$ cat src/rtl/br_pkg.sv
// Shared branch-resolve types: op encodings, FSM states, result bundle.
// Used by branch_cond and branch_resolve.
package br_pkg;

  typedef enum logic [2:0] {
    BR_NONE = 3'd0,
    BR_BEQ  = 3'd1,
    BR_BNE  = 3'd2,
    BR_BLT  = 3'd3,
    BR_BGE  = 3'd4,
    BR_BLE  = 3'd5,
    BR_BGT  = 3'd6,
    BR_JMP  = 3'd7
  } br_op_e;

  typedef enum logic {
    ST_RUN   = 1'b0,
    ST_FLUSH = 1'b1
  } br_state_e;

  localparam logic [31:0] PC_INC = 32'd4;

  typedef struct packed {
    logic        taken;
    logic [31:0] target;
    logic        mispred;
    logic        is_br;
  } br_res_t;

  function automatic logic [31:0] br_target(
    input logic [31:0] pc,
    input logic [31:0] off,
    input logic        taken
  );
    logic [31:0] seq;
    seq = pc + PC_INC;
    return taken ? seq + {off[29:0], 2'b00} : seq;
  endfunction

endpackage

$ cat src/rtl/branch_cond.sv
// Combinational branch condition decode from comparator flags.
// Ports: op (branch op), ne (A!=B), lt (signed A<B), taken.
module branch_cond
  import br_pkg::*;
(
  input  br_op_e op,
  input  logic   ne,
  input  logic   lt,
  output logic   taken
);

  always_comb begin
    taken = 1'b0;
    unique case (op)
      BR_NONE: taken = 1'b0;
      BR_BEQ:  taken = !ne;
      BR_BNE:  taken = ne;
      BR_BLT:  taken = lt;
      BR_BGE:  taken = !lt;
      BR_BLE:  taken = lt | !ne;
      BR_BGT:  taken = !lt & ne;
      BR_JMP:  taken = 1'b1;
    endcase
  end

endmodule

$ cat src/rtl/branch_resolve.sv
// Branch resolve stage: 1-cycle resolve, valid/ready out, flush FSM,
// saturating branch/mispredict statistics.
module branch_resolve
  import br_pkg::*;
#(
  parameter int FLUSH_CYCLES = 2,
  parameter int CNT_W        = 16
) (
  input  logic             clk,
  input  logic             rst_n,
  input  logic             InValid,
  output logic             InReady,
  input  logic [2:0]       BrOp,
  input  logic             NotEqual,
  input  logic             LessThan,
  input  logic [31:0]      PC,
  input  logic [31:0]      Offset,
  input  logic             PredTaken,
  output logic             OutValid,
  input  logic             OutReady,
  output logic             Taken,
  output logic [31:0]      Target,
  output logic             Mispredict,
  output logic             Flush,
  output logic [CNT_W-1:0] BranchCnt,
  output logic [CNT_W-1:0] MispredCnt
);

  localparam int FW =
    (FLUSH_CYCLES > 2) ? $clog2(FLUSH_CYCLES) : 1;
  localparam logic [FW-1:0] FL_LAST = FW'(FLUSH_CYCLES - 1);

  br_op_e      op;
  logic        cond_taken;
  br_res_t     res;
  br_state_e   state;
  logic [FW-1:0] fl_cnt;
  logic        is_br_q;
  logic        accept;
  logic        xfer;

  assign op = br_op_e'(BrOp);

  branch_cond u_cond (
    .op    (op),
    .ne    (NotEqual),
    .lt    (LessThan),
    .taken (cond_taken)
  );

  always_comb begin
    res.taken   = cond_taken;
    res.target  = br_target(PC, Offset, cond_taken);
    res.is_br   = (op != BR_NONE);
    res.mispred = res.is_br & (cond_taken ^ PredTaken);
  end

  // a held mispredict must leave before anything younger enters
  assign InReady = (state == ST_RUN)
                 && (!OutValid || OutReady)
                 && !(OutValid && Mispredict);
  assign accept = InValid && InReady;
  assign xfer   = OutValid && OutReady;

  always_ff @(posedge clk or negedge rst_n) begin
    if (!rst_n) begin
      state      <= ST_RUN;
      OutValid   <= 1'b0;
      Flush      <= 1'b0;
      Taken      <= 1'b0;
      Mispredict <= 1'b0;
      Target     <= '0;
      is_br_q    <= 1'b0;
      BranchCnt  <= '0;
      MispredCnt <= '0;
      fl_cnt     <= '0;
    end else begin
      if (xfer) begin
        if (is_br_q && BranchCnt != '1)
          BranchCnt <= BranchCnt + 1'b1;
        if (Mispredict && MispredCnt != '1)
          MispredCnt <= MispredCnt + 1'b1;
      end
      unique case (state)
        ST_RUN: begin
          if (accept) begin
            OutValid   <= 1'b1;
            Taken      <= res.taken;
            Target     <= res.target;
            Mispredict <= res.mispred;
            is_br_q    <= res.is_br;
          end else if (xfer) begin
            OutValid <= 1'b0;
          end
          if (xfer && Mispredict) begin
            state  <= ST_FLUSH;
            Flush  <= 1'b1;
            fl_cnt <= FL_LAST;
          end
        end
        ST_FLUSH: begin
          if (fl_cnt == '0) begin
            state <= ST_RUN;
            Flush <= 1'b0;
          end else begin
            fl_cnt <= fl_cnt - 1'b1;
          end
        end
      endcase
    end
  end

endmodule

$ cat config.mk
export PLATFORM = sky130hd
export DESIGN_NAME = branch_resolve
export DESIGN_NICKNAME = d
export VERILOG_FILES = /design/src/rtl/br_pkg.sv /design/src/rtl/branch_cond.sv /design/src/rtl/branch_resolve.sv
export SDC_FILE = /design/constraint.sdc
export NUM_CORES = 1
export LEC_CHECK = 0
export ABC_AREA = 1
export CAP_MARGIN = 25
export CORE_ASPECT_RATIO = 1.5
export CORE_MARGIN = 4
export CORE_UTILIZATION = 56
export DETAILED_ROUTE_END_ITERATION = 6
export GPL_TIMING_DRIVEN = 0
export PLACE_DENSITY = 0.86
export SYNTH_ARGS = -nofsm -noshare
export SYNTH_HDL_FRONTEND = slang
export SYNTH_SLANG_ARGS = --single-unit
export TNS_END_PERCENT = 50
$ cat constraint.sdc
create_clock -name clk -period 3.85 [get_ports clk]
set_clock_uncertainty 0.1 [all_clocks]
set_input_delay 0.77 -clock clk [delete_from_list [all_inputs] [get_ports clk]]
set_output_delay 0.77 -clock clk [all_outputs]
set_load 0.1 [all_outputs]
==> impl_results.md <==
* Die Span Y at 138 um
* Final Setup Violations at 0
* Pre-CTS WS at -406 ps
* LEAKAGE at 4.25 nW
* Clk_lat worst skew at 330 ps
* Setup crit start kind: input pin
* Min Clock Period, post-route at between 3000 and 4000 ps
* Slew @ Worst Pin at ~1000 ps
* Cells after Synth at 958
* Dominant synthesized flop cell: dfrtp_1
* Die area at 13000 sq um
* Synthesis-to-layout area growth at 33.2%
* Synth Cell Area at 6280 sq um
* Sequential share of the synthesized area at between 20% and 30%
* Die width at 94.4 um
* CP max FO at 5
* Critical path arrival at 3830 ps
* Ports at between 100 and 150
* Hold crit path type: flip-flop to flip-flop
* CTS clk-pin slew, worst paths at 60 ps
* Largest net degree at the start of global routing at 72
* Worst IR Drop VDD at roughly 0.46 mV
* Core Util, Final at between 70% and 80%
* Vias per std cell at about 5.3
* Setup CP Type: input pin to flip-flop
* Root Driver: clkbuf_16
* First DRT Iteration DRCs at 457
* CTS tree: done
* Synthesis Warnings at 0
* Fmax at 270 MHz
* Post-synth EDFFs at 0
* Num CTS Buffers at 9
* WL/cell at 15.4 um
* Final hold vios at 0
* Synth cell types at just over 40
* TNS Setup at 0 ps
* Max-cap violations at 0
* Power per cell area at 674 nW/um^2
* Crit path capture type: flip-flop
* Seq cells post-synth at 71
* Max-slew violations at 0
* Htree depth at 3
* NumNets Final at between 1000 and 1500
* Hold Buf Count CTS at 0
* GPL Wtd Cong at around 0.94
* Num Clock Sinks at 71
* Slew Limit Headroom at between 30% and 40%
* Critical path required time at 3970 ps
* Initial antenna violation count at 0
* Post-synthesis average cell area at around 6.6 sq um
* FILL cells at roughly 880
* Detail Placement HPWL at about 16 mm
* Seq. cell area at 1780 sq um
* Share of cells above drive strength 1 at 7.23%
* Drt drc at 0
* DRT Wirelength at 19.6 mm
* First-pass GRT wire length at just over 30 mm
* Period utilization at around 96%
* Initial Utilization at 57.1%
* Async S/R FF share, synth at between 90% and 100%
* DR pass1 iterations at 5
* Status: complete, no violations
* Final worst slack at 143 ps
* IO buf count at 140
* Multi-input logic area at 4040 sq um
* DR vias at approximately 6800
* Syn_nets at between 1000 and 1500
* GR Util All Layers at 30.1%
* Antenna-violating nets left at 0
* Worst-case clock buffer depth at 2
* Overflow after GRT at 0
* Core area at 11000 sq um
* Vias in the first global route at between 6000 and 7000
* Ant diodes at 0
* Row count at 47
* WHS at 338 ps
-- flip-flops by register name, indices dropped and copies added, names as in the netlist --
signal / flops
Mispredict: 1
BranchCnt: 16
state: 1
fl_cnt: 1
Taken: 1
Target: 32
MispredCnt: 16
is_br_q: 1
OutValid: 1
Flush: 1
-- report_power, final --
group          internal (mW)  leakage [nW]  switching (mW)
logic                  0.843          3.24            2.70
registers               1.01         0.861           0.175
clock network          0.575         0.157           0.340
-- stage by stage --
step	cells	power [mW]	area [sq um]
final	1268	5.64	8360
after global routing	1268	5.88	8360
after CTS	1261	5.64	8200
after detailed placement	1245	4.70	7860
after global placement	1245	4.66	7860
after floorplan	958	3.77	6280
-- worst paths after layout --
check | start | end | slack [ps] | cells past startpoint
setup reg to reg | BranchCnt[0] | BranchCnt[13] | 1760 | 10
setup / recovery | PC[12] | Target[28] | 140 | 17
hold / removal | state | Flush | 340 | 1
max in group asynchronous | rst_n | Target[21] | 2590 | 1
min in group asynchronous | rst_n | MispredCnt[13] | 430 | 1
hold reg to reg | state | Flush | 340 | 1
-- kinds of logic after synthesis --
group,Yosys count,share of synthesized area (%)
compound gates,104,9.29
xor+xnor,64,9.05
flops,71,28.3
simple gates,527,36.1
fa+ha+maj,40,8.09
buf+inv,152,9.21
-- routing by layer --
metal / vias to the layer above / routed length, um / share of wire (%) / track usage, %
met5: - / 0 / 0 / 0
met4: 0 / 828 / 4.2 / 13.3
met3: 56 / 1180 / 6.0 / 3.88
met2: 278 / 10200 / 52 / 57.6
met1: 3071 / 7370 / 38 / 32.5
li1: 3350 / - / - / -
-- layout make-up --
cell class / instances / share of cell area [%]
Buffer: 11 / 0.584
Clock buffer: 9 / 2.69
Clock inverter: 7 / 1.23
Inverter: 141 / 6.33
Multi-Input combinational cell: 735 / 48.3
Sequential cell: 71 / 21.2
Tap cell: 147 / 2.20
Timing Repair Buffer: 147 / 17.4
-- Yosys cell counts, types with 3 or more instances --
cell	instances	area (sq um)
nand3b_1	5	37.5
o21bai_1	5	37.5
clkbuf_1	5	18.8
a21o_1	3	22.5
xnor2_1	16	140
inv_1	140	526
xor2_1	47	412
a21oi_1	46	230
nand3_1	75	375
nor2_1	78	293
nand2_1	312	1170
ha_1	39	488
nor3_1	17	85.1
a21boi_0	3	22.5
dfrtp_1	71	1780
o21ai_0	31	155
nand2_2	4	25.0
buf_2	6	30.0
nand4_1	13	81.3
nor2_2	3	18.8
or2_2	7	43.8
o21a_1	3	22.5
and2_1	3	18.8
-- worst max-delay path, stage by stage --
cell and delay (ps):
clkdlybuf4s50_1 550, nand2_1 130, nor2_2 220, nand2_1 130
nor2_4 200, xor2_1 240, ha_1 320, a21oi_1 300
o21ai_0 200, nand2_1 100, nand2_1 80, a21oi_1 250
nand2_1 90, nand2_1 70, nand3_1 60, nand2_1 70
nand2_1 50
-- cells in the final DEF (no fill, tap or decap), types with 5 or more instances in the layout --
| cell | instances |
|---|---|
| a21oi_1 | 43 |
| buf_2 | 6 |
| buf_4 | 8 |
| clkbuf_1 | 5 |
| clkbuf_16 | 9 |
| clkdlybuf4s50_1 | 138 |
| dfrtp_1 | 71 |
| ha_1 | 37 |
| inv_1 | 140 |
| nand2_1 | 310 |
| nand2_2 | 6 |
| nand3_1 | 75 |
| nand3b_1 | 5 |
| nand4_1 | 13 |
| nor2_1 | 66 |
| nor2_2 | 14 |
| nor3_1 | 14 |
| o21ai_0 | 31 |
| o21bai_1 | 5 |
| or2_2 | 7 |
| xnor2_1 | 16 |
| xor2_1 | 42 |
| xor2_2 | 6 |
-- timing repair --
item,in CTS,in global routing
setup buffers,0,7
setup endpoints to repair,4,14
gates resized for setup,3,29
pin swaps,0,10
Note: power is estimated with default switching activity, not from simulation.
